--- src/rtl/cylon_show_scheduler.sv ---
// cylon_show_scheduler
//   Autonomous show controller for the cylon display. Steps through a
//   4-entry writable playlist (mode, speed, brightness, duration), fading
//   brightness out, switching entry and fading back in between entries.
//   A manual override passes man_* straight through, and btn_next skips
//   the running entry.
//
// Ports
//   clk, rst          system clock, asynchronous active-high reset
//   manual            level, 1 = override playlist with man_* inputs
//   man_mode/speed/brightness  manual values
//   btn_next          single-cycle pulse, skip to next entry (RUN only)
//   wr_en/wr_addr/wr_data      playlist write port
//                     wr_data = {mode[1:0], speed[3:0], brightness[3:0], duration[5:0]}
//   mode/speed/brightness      registered drive to the cylon
//   step              index of the active entry
//   fading            high in FADE_OUT, SWITCH and FADE_IN
module cylon_show_scheduler #(
  parameter int CLOCK_CYCLES_PER_SECOND = 100_000_000,
  parameter int FADE_CLKS               = 6_250_000
) (
  input  logic        clk,
  input  logic        rst,
  input  logic        manual,
  input  logic [1:0]  man_mode,
  input  logic [3:0]  man_speed,
  input  logic [3:0]  man_brightness,
  input  logic        btn_next,
  input  logic        wr_en,
  input  logic [1:0]  wr_addr,
  input  logic [15:0] wr_data,
  output logic [1:0]  mode,
  output logic [3:0]  speed,
  output logic [3:0]  brightness,
  output logic [1:0]  step,
  output logic        fading
);

  localparam int PW = (CLOCK_CYCLES_PER_SECOND > 1) ? $clog2(CLOCK_CYCLES_PER_SECOND) : 1;
  localparam int FW = (FADE_CLKS > 1) ? $clog2(FADE_CLKS) : 1;
  localparam logic [PW-1:0] PRESC_LAST = PW'(CLOCK_CYCLES_PER_SECOND - 1);
  localparam logic [FW-1:0] FADE_LAST  = FW'(FADE_CLKS - 1);

  localparam logic [15:0] DEF0 = {2'd0, 4'd0, 4'd15, 6'd10};
  localparam logic [15:0] DEF1 = {2'd1, 4'd2, 4'd15, 6'd5};
  localparam logic [15:0] DEF2 = {2'd2, 4'd2, 4'd15, 6'd5};
  localparam logic [15:0] DEF3 = {2'd3, 4'd4, 4'd8,  6'd10};

  typedef enum logic [2:0] {
    S_FADE_OUT,
    S_SWITCH,
    S_FADE_IN,
    S_RUN,
    S_MANUAL
  } state_t;

  state_t          r_state;
  logic [15:0]     r_play [4];
  logic [1:0]      r_step;
  logic [1:0]      r_mode;
  logic [3:0]      r_speed;
  logic [3:0]      r_bright;
  logic            r_fading;
  logic [3:0]      r_tgt_bright;
  logic [5:0]      r_dur;
  logic [FW-1:0]   r_fade_cnt;
  logic [PW-1:0]   r_presc;
  logic [5:0]      r_secs;

  logic [1:0]      w_next_idx;
  logic [15:0]     w_entry;
  logic [5:0]      w_entry_dur;

  // SWITCH reads the registered playlist, so a same-cycle write to the
  // same address is seen only by a later load.
  assign w_next_idx  = r_step + 2'd1;
  assign w_entry     = r_play[w_next_idx];
  assign w_entry_dur = (w_entry[5:0] == 6'd0) ? 6'd1 : w_entry[5:0];

  always_ff @(posedge clk or posedge rst) begin
    if (rst) begin
      r_play[0] <= DEF0;
      r_play[1] <= DEF1;
      r_play[2] <= DEF2;
      r_play[3] <= DEF3;
    end else if (wr_en) begin
      r_play[wr_addr] <= wr_data;
    end
  end

  always_ff @(posedge clk or posedge rst) begin
    if (rst) begin
      r_state      <= S_FADE_IN;
      r_step       <= '0;
      r_mode       <= '0;
      r_speed      <= '0;
      r_bright     <= '0;
      r_fading     <= 1'b1;
      r_tgt_bright <= DEF0[9:6];
      r_dur        <= DEF0[5:0];
      r_fade_cnt   <= '0;
      r_presc      <= '0;
      r_secs       <= '0;
    end else if (manual) begin
      r_state    <= S_MANUAL;
      r_mode     <= man_mode;
      r_speed    <= man_speed;
      r_bright   <= man_brightness;
      r_fading   <= 1'b0;
      r_fade_cnt <= '0;
    end else begin
      case (r_state)
        S_FADE_OUT: begin
          if (r_bright == 4'd0) begin
            r_state    <= S_SWITCH;
            r_fade_cnt <= '0;
          end else if (r_fade_cnt == FADE_LAST) begin
            r_fade_cnt <= '0;
            r_bright   <= r_bright - 4'd1;
            if (r_bright == 4'd1) begin
              r_state <= S_SWITCH;
            end
          end else begin
            r_fade_cnt <= r_fade_cnt + 1'b1;
          end
        end

        S_SWITCH: begin
          r_step       <= w_next_idx;
          r_mode       <= w_entry[15:14];
          r_speed      <= w_entry[13:10];
          r_tgt_bright <= w_entry[9:6];
          r_dur        <= w_entry_dur;
          r_bright     <= '0;
          r_fade_cnt   <= '0;
          r_state      <= S_FADE_IN;
        end

        S_FADE_IN: begin
          if (r_bright == r_tgt_bright) begin
            r_state    <= S_RUN;
            r_fading   <= 1'b0;
            r_fade_cnt <= '0;
            r_presc    <= '0;
            r_secs     <= '0;
          end else if (r_fade_cnt == FADE_LAST) begin
            r_fade_cnt <= '0;
            r_bright   <= r_bright + 4'd1;
            if (r_bright + 4'd1 == r_tgt_bright) begin
              r_state  <= S_RUN;
              r_fading <= 1'b0;
              r_presc  <= '0;
              r_secs   <= '0;
            end
          end else begin
            r_fade_cnt <= r_fade_cnt + 1'b1;
          end
        end

        S_RUN: begin
          // A skip on the final tick also lands here, giving one FADE_OUT.
          if (btn_next) begin
            r_state    <= S_FADE_OUT;
            r_fading   <= 1'b1;
            r_fade_cnt <= '0;
          end else if (r_presc == PRESC_LAST) begin
            r_presc <= '0;
            r_secs  <= r_secs + 6'd1;
            if (r_secs + 6'd1 == r_dur) begin
              r_state    <= S_FADE_OUT;
              r_fading   <= 1'b1;
              r_fade_cnt <= '0;
            end
          end else begin
            r_presc <= r_presc + 1'b1;
          end
        end

        S_MANUAL: begin
          // Release: fade out from whatever manual brightness was last set.
          r_state    <= S_FADE_OUT;
          r_fading   <= 1'b1;
          r_fade_cnt <= '0;
        end

        default: begin
          r_state    <= S_FADE_OUT;
          r_fading   <= 1'b1;
          r_fade_cnt <= '0;
        end
      endcase
    end
  end

  assign mode       = r_mode;
  assign speed      = r_speed;
  assign brightness = r_bright;
  assign step       = r_step;
  assign fading     = r_fading;

endmodule

--- config.mk ---
export PLATFORM = sky130hd
export DESIGN_NAME = cylon_show_scheduler
export DESIGN_NICKNAME = d
export VERILOG_FILES = /design/src/rtl/cylon_show_scheduler.sv
export SDC_FILE = /design/constraint.sdc
export NUM_CORES = 1
export LEC_CHECK = 0
export ABC_AREA = 1
export CAP_MARGIN = 10
export CORE_MARGIN = 10
export CORE_UTILIZATION = 50
export DETAILED_ROUTE_END_ITERATION = 8
export DONT_BUFFER_PORTS = 1
export SLEW_MARGIN = 20
export SYNTH_ARGS = -nofsm -noshare
export SYNTH_HDL_FRONTEND = slang
export SYNTH_SLANG_ARGS = --single-unit
--- constraint.sdc ---
create_clock -name clk -period 7.6 [get_ports clk]
set_clock_uncertainty 0.05 [all_clocks]
set_input_delay 2.28 -clock clk [delete_from_list [all_inputs] [get_ports clk]]
set_output_delay 2.28 -clock clk [all_outputs]
set_load 0.02 [all_outputs]
==> results of run 1 <==
flip-flops by register name (all words and copies together) (netlist names):
register and cells:
r_secs 6, r_dur 6, r_presc 27, r_state 3, speed 4, r_fade_cnt 23, fading 1, step 2
r_tgt_bright 4, r_play 64, brightness 4, mode 2
kinds of logic after synthesis:
kind of cell,synth area share [%]
flops,43.6
buf+inv,6.97
compound gates,11.7
simple gates,33.9
xor+xnor,2.79
fa+ha+maj,0.884
mux,0.236
tightest hold or removal path, delay by kind of cell (launching register included):
family,cells,cell delay [ns]
DFF,1,0.34
and+or+nand+nor,1,0.05
AOI/OAI and AO/OA,1,0.06
final cells by class:
cell class,count,area [µm²]
fillers,1620,7430
multi-input cells,897,4220
flip-flops and latches,146,3700
clock buffers,18,429
inverters,101,384
well taps,220,275
clock inverters,14,168
repair buffers,6,45.0
cells in the final DEF (no fill, tap or decap), types with 8 or more instances in the layout:
master | synthesis | routed
xnor2_1 | 8 | 8
nand3_1 | 102 | 100
a22oi_1 | 10 | 10
dfrtp_1 | 110 | 110
dfstp_2 | 36 | 36
xor2_1 | 19 | 19
a21oi_1 | 13 | 13
nor2_1 | 130 | 130
o21ai_1 | 20 | 20
nand4_1 | 22 | 22
nand2_1 | 396 | 395
inv_1 | 94 | 93
clkbuf_16 | 0 | 17
o21ai_0 | 97 | 97
nor3_1 | 13 | 12
how the worst min path moves through the flow:
stage / slack [ns] / to / cells past startpoint
6_report: 0.43 / r_play[26]$_DFFE_PP0P_ / 2
5_1_grt: 0.45 / r_play[45]$_DFFE_PP0P_ / 2
4_1_cts: 0.43 / r_dur[1]$_DFFE_PP1P_ / 2
3_5_place_dp: 0.42 / r_play[26]$_DFFE_PP0P_ / 2
3_3_place_gp: 0.41 / r_play[26]$_DFFE_PP0P_ / 2
2_1_floorplan: 0.40 / r_play[26]$_DFFE_PP0P_ / 2
synthesized netlist by cell type (5+ instances only):
cell / number
clkbuf_1: 29
inv_1: 94
buf_6: 6
nand2_1: 396
o211ai_1: 7
nand3_1: 102
or2_2: 7
xor2_1: 19
nor2_1: 130
o21ai_0: 97
dfstp_2: 36
dfrtp_1: 110
o21ai_2: 6
a22oi_1: 10
nor3_1: 13
ha_1: 6
buf_2: 5
a21oi_1: 13
nand4_1: 22
o311ai_0: 5
xnor2_1: 8
inv_2: 7
o21ai_1: 20
per-layer routing:
| metal | wire length, µm | track usage (%) | share of wire, % | up-vias |
|---|---|---|---|---|
| met1 | 9990 | 25.8 | 48 | 3425 |
| met3 | 880 | 4.41 | 4.2 | 27 |
| met2 | 9740 | 30.2 | 47 | 132 |
| li1 | - | - | - | 3815 |
| met4 | 321 | 5.78 | 1.5 | 0 |
| met5 | 0 | 0 | 0 | - |
where the power goes:
group / switching [W] / leakage, nW / internal [W]
combinational: 0.000345 / 2.06 / 0.000164
clock: 0.000367 / 0.287 / 0.000495
sequential: 0.000107 / 1.82 / 0.000913
total: 0.000818 / 4.17 / 0.00157
per-stage QoR:
step	total power, W	std cells
2_1_floorplan	0.00139	1187
3_3_place_gp	0.00154	1370
3_5_place_dp	0.00154	1370
4_1_cts	0.00241	1402
5_1_grt	0.00253	1402
6_report	0.00239	1402
==> flow_summary_export.csv, run 1 <==
group,metric,value,unit
outcome,outcome,"completed",
finish,fin_nets,1208,
clock_tree,cts_max_level,4,
clock_tree,postCtsSetupRepairBufs,0,
detailed_routing,avgViaCountPerCell,5.28,
detailed_routing,vias,7399,
timing,hold_violations,0,
worst_setup_path,startpoint_type,"input pin",
floorplan,rows,47,
worst_setup_path,critPathMaxFanout,24,
worst_setup_path,endpoint_kind,"flop",
floorplan,die-area,22600,µm²
floorplan,die_x,150,µm
worst_setup_path,r2r_start,"r_state[2]$_DFFE_PP0P_",
worst_setup_path,cp-startpoint,"manual",
worst_setup_path,critPathKind,"in2reg",
logic_synthesis,syn_area,8490,µm²
timing,setup_ws,4.17,ns
finish,antennaDiodeCount,0,
logic_synthesis,ys_types,42,
logic_synthesis,synth_edf_count,0,
worst_setup_path,arrival,3.75,ns
detailed_routing,first_pass_iters,5,
worst_setup_path,critPathSlowestCell,"buf_4",
logic_synthesis,avgSynthCellArea,7.15,µm²
logic_synthesis,yosysSeqAreaShare,43.6,%
logic_synthesis,synth_top_area_cell,"dfrtp_1",
timing,min_period,3.43,ns
finish,design_area,9220,µm²
finish,drive_gt1_share,9.31,%
clock_tree,clk_pin_slew_worst_paths,0.06,ns
min_path,hold_path.class,"reg2reg",
clock_tree,holdBufCountCts,0,
finish,fin_util,55.4,%
floorplan,fp.dieH,150,µm
logic_synthesis,yosysWarnings,0,
timing,setup_tns,0,ns
floorplan,core,16600,µm²
timing,fmax,0.291,GHz
worst_setup_path,critPathBufInv,3,
placement,portBuffers,0,
worst_setup_path,crit_end,"r_fade_cnt[4]$_DFFE_PP0P_",
worst_setup_path,max_stage_delay,0.36,ns
min_path,min_from,"r_play[26]$_DFFE_PP0P_",
power,leakagePower,4.17,nW
timing,maxSlewHeadroom,32.1,%
clock_tree,cts_tree,"built",
logic_synthesis,yosys.area.top_type_share,32.4,%
worst_setup_path,r2r-end,"r_presc[12]$_DFFE_PP0P_",
timing,finalMaxSlewViolations,0,
logic_synthesis,synth_area_leaders,"dfrtp_1 32%, nand2_1 18%, dfstp_2 11%",
detailed_routing,drt_iter0_markers,517,
worst_setup_path,required,7.91,ns
logic_synthesis,synthArstFlopShare,100,%
detailed_routing,drt-total-wl,20900,µm
timing,rsz0062_at_grt,"no",
worst_setup_path,path_cells,"inv_1, buf_4, nand2_1, inv_1, nand2_1, nor2_1, o211ai_1, nand2_1",
clock_tree,clkLatencyLatePin,0.43,ns
detailed_routing,wl_per_cell,14.9,µm
global_route,grt_max_degree,99,
clock_tree,clkSinkCount,146,
worst_setup_path,worst-path-stages,8,
placement,gp_congestion,0.917,
power,peakVddDrop,210,µV
worst_setup_path,cpMostUsedCell,"nand2_1",
floorplan,start_util,51.0,%
clock_tree,cts_resized,0,
worst_setup_path,crit_family,"buffers and inverters",
logic_synthesis,synthCells,1187,
worst_setup_path,reg2reg_slack,4.60,ns
detailed_routing,drcViolationCount,0,
global_route,overflow,0,
flow_run,cap_violations,0,
clock_tree,clk_path_buf_depth,2,
global_route,grt_pass1_wl,35500,µm
global_route,grt_usage,19.2,%
floorplan,num_io_pins,46,
placement,dp_hpwl,14400,µm
detailed_routing,ant_nets,0,
timing,final-setup-viol-count,0,
logic_synthesis,ys_ff_latch,146,
logic_synthesis,ys.flop_type,"dfrtp_1",
global_route,antenna_found_initial,0,
timing,hold_ws,0.428,ns
timing,worst_pin_slew,1.02,ns
global_route,grt_pass1_vias,7067,
placement,pre_cts_ws,3.74,ns
timing,min_period_over_period,45.2,%
clock_tree,cts_root_buffer,"clkbuf_16",
logic_synthesis,syn-num-nets,1226,
power,power.density,259,nW/µm²
placement,place_area,8610,µm²
worst_setup_path,r2r_cells,9,
finish,area_growth,8.56,%
clock_tree,numCtsBuffers,17,
Power figures use the tool's default switching activity.
==> inputs of run 2 (changes only) <==
--- a/config.mk
+++ b/config.mk
@@ -11,6 +11,7 @@
 export CORE_UTILIZATION = 50
 export DETAILED_ROUTE_END_ITERATION = 8
 export DONT_BUFFER_PORTS = 1
+export PLACE_DENSITY = 0.68
 export SLEW_MARGIN = 20
 export SYNTH_ARGS = -nofsm -noshare
 export SYNTH_HDL_FRONTEND = slang
==> constraint.sdc (replaced) <==
create_clock -name clk -period 2.9 [get_ports clk]
set_clock_uncertainty 0.05 [all_clocks]
set_input_delay 0.87 -clock clk [delete_from_list [all_inputs] [get_ports clk]]
set_output_delay 0.87 -clock clk [all_outputs]
set_load 0.02 [all_outputs]
==> run 2 against run 1 <==
First-iteration DRC count grew 9.7%. Via count grew 1.2%. Clock power grew to 2.6 times the previous value. Critical path type is now reg2reg. Count of clock-buffer cells in the layout is the same. Routed wire length shrank 1.4%. Global-route usage shrank 0.14 points.
==> flow_summary_export.csv, run 2 (synthesis gave the netlist of run 1 again) <==
group,metric,value,unit
outcome,outcome,"completed",
worst_setup_path,endpoint_kind,"flop",
floorplan,rows,47,
placement,dp.cells,1382,
clock_tree,clk_pin_slew_worst_paths,0.07,ns
detailed_routing,drt_iter0_markers,567,
placement,portBuffers,0,
global_route,grt_pass1_wl,35500,µm
power,leakagePower,4.24,nW
detailed_routing,avgViaCountPerCell,5.29,
finish,final_common_cell,"nand2_1",
floorplan,start_util,51.0,%
timing,min_period_over_period,83.7,%
timing,fmax,0.412,GHz
timing,worst_pin_slew,0.783,ns
timing,rsz0062_at_grt,"no",
finish,regMostFlops,"r_play",
detailed_routing,first_pass_iters,6,
worst_setup_path,startpoint_type,"flop",
worst_setup_path,critPathKind,"reg2reg",
clock_tree,postCtsSetupRepairBufs,0,
floorplan,num_io_pins,46,
clock_tree,cts_max_level,4,
finish,largest_reg_flops,64,
worst_setup_path,required,3.16,ns
global_route,grt_pass1_vias,7199,
timing,hold_ws,0.423,ns
clock_tree,numCtsBuffers,17,
worst_setup_path,arrival,2.69,ns
timing,finalMaxSlewViolations,0,
finish,fin_nets,1220,
finish,final_cell_mix,"396 x nand2_1, 130 x nor2_1, 110 x dfrtp_1",
floorplan,fp.dieH,150,µm
global_route,overflow,0,
detailed_routing,ant_nets,0,
floorplan,die_x,150,µm
min_path,hold_path.class,"in2reg",
flow_run,cap_violations,0,
power,power.density,677,nW/µm²
timing,maxSlewHeadroom,47.8,%
timing,hold_violations,0,
global_route,grt_max_degree,147,
finish,regArea,3700,µm²
finish,fill_cells,1604,
finish,drive_gt1_share,10.1,%
power,peakVddDrop,629,µV
clock_tree,cts_root_buffer,"clkbuf_16",
finish,largestRegisters,"r_play x64, r_presc x27, r_fade_cnt x23",
detailed_routing,vias,7488,
worst_setup_path,critPathMaxFanout,26,
floorplan,core,16600,µm²
finish,area_growth,9.85,%
timing,min_period,2.43,ns
detailed_routing,wl_per_cell,14.6,µm
placement,gp_congestion,0.869,
detailed_routing,drt-total-wl,20600,µm
clock_tree,holdBufCountCts,0,
global_route,grt_usage,19.1,%
clock_tree,cts_resized,0,
clock_tree,cts_tree,"built",
clock_tree,clkLatencyLatePin,0.43,ns
global_route,antenna_found_initial,1,
timing,setup_tns,0,ns
clock_tree,clk_path_buf_depth,2,
floorplan,die-area,22600,µm²
detailed_routing,drcViolationCount,0,
finish,fin_util,56.0,%
clock_tree,clkSinkCount,146,
timing,final-setup-viol-count,0,
finish,multi_input_area,4200,µm²
finish,stdcell_count,1415,
placement,dp_hpwl,14100,µm
[run 2: report_power, final]
group / internal, W / switching [W]
Combinational: 0.000472 / 0.000900
Sequential: 0.00239 / 0.000288
Clock: 0.00125 / 0.00101
[run 2: path summary, 6_finish.rpt]
path,slack [ns],start,end,depth (start not counted)
max,0.47,brightness[1]$_DFFE_PP0P_,r_presc[25]$_DFFE_PP0P_,10
min,0.42,manual,r_state[2]$_DFFE_PP0P_,0
max reg2reg,0.47,brightness[1]$_DFFE_PP0P_,r_presc[25]$_DFFE_PP0P_,10
min reg2reg,0.43,r_dur[1]$_DFFE_PP1P_,r_dur[1]$_DFFE_PP1P_,2
max in group asynchronous,1.74,rst,r_fade_cnt[14]$_DFFE_PP0P_,2
min in group asynchronous,0.47,rst,r_presc[17]$_DFFE_PP0P_,2
[run 2: final cells by class]
| cell class | count | share of cell area [%] |
|---|---|---|
| diodes | 1 | 0.0268 |
| repair buffers | 18 | 1.72 |
| flip-flops and latches | 146 | 39.7 |
| well taps | 220 | 2.95 |
| multi-input cells | 897 | 45.1 |
| clock buffers | 18 | 4.71 |
| clock inverters | 14 | 1.74 |
| inverters | 101 | 4.11 |
[run 2: stage by stage]
stage               power [W]  setup WS (ns)  cell area (µm²)
floorplan             0.00365          0.176             8490
global placement      0.00406          0.535             8720
detailed placement    0.00408          0.483             8720
CTS                   0.00637          0.464             9320
global route          0.00665          0.245             9330
finish                0.00632          0.472             9330
[run 2: worst max-delay path: stages, from the launching register on]
cell	delay, ns
dfrtp_1	0.57
inv_1	0.18
ha_1	0.35
xor2_1	0.15
nor2_1	0.09
nand3_1	0.08
nand2_1	0.15
nand2_2	0.30
buf_12	0.27
nand2_1	0.05
o21ai_0	0.07
[run 2: per-layer routing]
metal | global-route usage [%] | vias up | share of wire (%)
met5 | 0 | - | 0
met4 | 6.80 | 0 | 2.1
met3 | 3.99 | 35 | 4.4
met2 | 30.9 | 163 | 47
met1 | 24.7 | 3465 | 47
li1 | - | 3825 | -
==> inputs of run 3 (changes only) <==
==> constraint.sdc (replaced) <==
create_clock -name clk -period 2.1 [get_ports clk]
set_clock_uncertainty 0.05 [all_clocks]
set_input_delay 0.63 -clock clk [delete_from_list [all_inputs] [get_ports clk]]
set_output_delay 0.63 -clock clk [all_outputs]
set_load 0.02 [all_outputs]
==> run 3 against run 2 <==
Worst hold slack worse by 0.28 ns. Fmax is 24% higher. Final cell count is 2.5% higher. Die area stayed put. Utilization is 1.8 points higher. Cell area is 3.2% higher. Largest cell class unchanged.
==> flow_summary_export.csv, run 3 (synthesis gave the netlist of run 1 again) <==
group,metric,value,unit
finish,fill_cells,1561,
clock_tree,clk_path_buf_depth,2,
worst_setup_path,critPathMaxFanout,12,
clock_tree,clk_pin_slew_worst_paths,0.06,ns
finish,largestRegisters,"r_play x64, r_presc x27, r_fade_cnt x23",
detailed_routing,avgViaCountPerCell,5.34,
worst_setup_path,r2r_start,"brightness[0]$_DFFE_PP0P_",
worst_setup_path,startpoint_type,"flop",
finish,final_cell_mix,"395 x nand2_1, 129 x nor2_1, 110 x dfrtp_1",
placement,dp.cells,1414,
global_route,antenna_found_initial,1,
detailed_routing,drt_iter0_markers,625,
finish,fin_nets,1255,
power,power_frac_comb,24.2,%
floorplan,die_x,150,µm
timing,worst_pin_slew,0.594,ns
detailed_routing,vias,7748,
global_route,overflow,0,
worst_setup_path,critPathSlowestCell,"dfrtp_1",
global_route,grt_max_degree,91,
detailed_routing,drt-total-wl,21500,µm
placement,gp_congestion,0.930,
timing,setup_ws,0.145,ns
timing,rsz0062_at_grt,"no",
global_route,grt_usage,19.5,%
clock_tree,cts_root_buffer,"clkbuf_16",
placement,place_area,8990,µm²
power,clkPwrFrac,35.1,%
floorplan,die-area,22600,µm²
clock_tree,cts_tree,"built",
timing,finalMaxSlewViolations,0,
floorplan,num_io_pins,46,
power,leakagePower,4.41,nW
worst_setup_path,arrival,2.21,ns
detailed_routing,ant_nets,0,
outcome,outcome,"completed",
timing,fmax,0.511,GHz
finish,drive_gt1_share,12.7,%
clock_tree,clkSinkCount,146,
power,p_seq_share,40.7,%
worst_setup_path,r2r-end,"r_secs[0]$_DFFE_PP0P_",
worst_setup_path,crit_family,"simple AND/OR/NAND/NOR gates",
power,finalPower,0.00890,W
timing,min_period_over_period,93.1,%
placement,dp_hpwl,14800,µm
worst_setup_path,path_cells,"inv_1, ha_1, xor2_1, nor2_1, nand3_1, nand2_2, buf_4, nand3_1, buf_4, nand2_1, o21ai_1",
worst_setup_path,max_stage_delay,0.40,ns
floorplan,core,16600,µm²
detailed_routing,wl_per_cell,14.8,µm
global_route,grt_pass1_wl,36300,µm
flow_run,cap_violations,0,
timing,maxSlewHeadroom,59.9,%
finish,stdcell_count,1450,
floorplan,start_util,51.0,%
clock_tree,clkLatencyLatePin,0.43,ns
worst_setup_path,endpoint_kind,"flop",
timing,final-setup-viol-count,0,
worst_setup_path,critPathBufInv,3,
global_route,grt_pass1_vias,7390,
floorplan,rows,47,
power,peakVddDrop,1060,µV
worst_setup_path,critPathKind,"reg2reg",
worst_setup_path,reg2reg_slack,0.14,ns
power,intPower,0.00588,W
detailed_routing,first_pass_iters,5,
power,swShare,33.9,%
timing,hold_violations,0,
clock_tree,cts_max_level,4,
finish,area_growth,13.3,%
finish,largest_reg_flops,64,
finish,final_common_cell,"nand2_1",
clock_tree,holdBufCountCts,0,
min_path,hold_path.class,"in2async",
finish,regMostFlops,"r_play",
floorplan,fp.dieH,150,µm
clock_tree,numCtsBuffers,17,
placement,pre_cts_ws,0.0975,ns
worst_setup_path,required,2.36,ns
detailed_routing,drcViolationCount,0,
worst_setup_path,r2r_cells,11,
timing,min_period,1.96,ns
placement,portBuffers,0,
power,power.density,925,nW/µm²
power,p_sw,0.00302,W
finish,design_area,9620,µm²
-- run 3: cell types whose count changed in the layout (fill, tap and decap cells not counted), sizes merged --
cell,before,now
bufinv,1,2
clkinv,3,2
buf,18,53
clkinvlp,2,3
inv,109,108
-- run 3: timing repair --
action,4_1_cts,5_1_grt
endpoints found under the setup margin,0,33
gates resized for setup,0,5
buffers inserted,0,3
-- run 3: layout make-up --
type                            instances  area, µm²  area share, %
Inverter                              101        385           4.01
Antenna cell                            1       2.50         0.0260
Sequential cell                       146       3700           38.4
Clock inverter                         14        169           1.76
Clock buffer                           18        429           4.46
Timing Repair Buffer                   53        448           4.66
Multi-Input combinational cell        897       4210           43.8
Tap cell                              220        275           2.86
-- run 3: layer usage --
layer / vias to the layer above / global-route usage [%] / share of wire, %
met5: - / 0 / 0
met4: 0 / 6.71 / 1.5
met3: 29 / 3.81 / 4.2
met2: 194 / 31.8 / 48
met1: 3609 / 25.3 / 46
li1: 3916 / - / -
-- run 3: worst max-delay path by stage --
stage / depth (start not counted) / slack [ns] / end / startpoint
finish: 11 / 0.14 / r_secs[0]$_DFFE_PP0P_ / brightness[0]$_DFFE_PP0P_
global route: 12 / 0.006 / r_presc[18]$_DFFE_PP0P_ / r_fade_cnt[1]$_DFFE_PP0P_
CTS: 12 / 0.07 / r_presc[18]$_DFFE_PP0P_ / r_fade_cnt[1]$_DFFE_PP0P_
detailed placement: 10 / 0.1 / r_presc[0]$_DFFE_PP0P_ / brightness[1]$_DFFE_PP0P_
global placement: 10 / 0.14 / r_presc[2]$_DFFE_PP0P_ / brightness[1]$_DFFE_PP0P_
floorplan: 1 / -0.38 / brightness[0]$_DFFE_PP0P_ / rst
-- run 3: power by group through the flow --
stage	Clock [W]	Sequential (W)	Combinational [W]
after floorplan	0	0.00366	0.00138
after global placement	0	0.00365	0.00209
after detailed placement	0	0.00367	0.00212
after CTS	0.00319	0.00362	0.00214
after global routing	0.00331	0.00367	0.00243
final	0.00313	0.00362	0.00216
-- run 3: through the flow --
| step | util [%] | setup TNS (ns) | hold WS [ns] |
|---|---|---|---|
| 2_1_floorplan | - | -42.20 | 0.396 |
| 3_3_place_gp | 54.0 | 0 | 0.413 |
| 3_5_place_dp | 54.0 | 0 | 0.422 |
| 4_1_cts | 57.6 | 0 | 0.148 |
| 5_1_grt | 57.8 | 0 | 0.165 |
| 6_report | 57.8 | 0 | 0.145 |
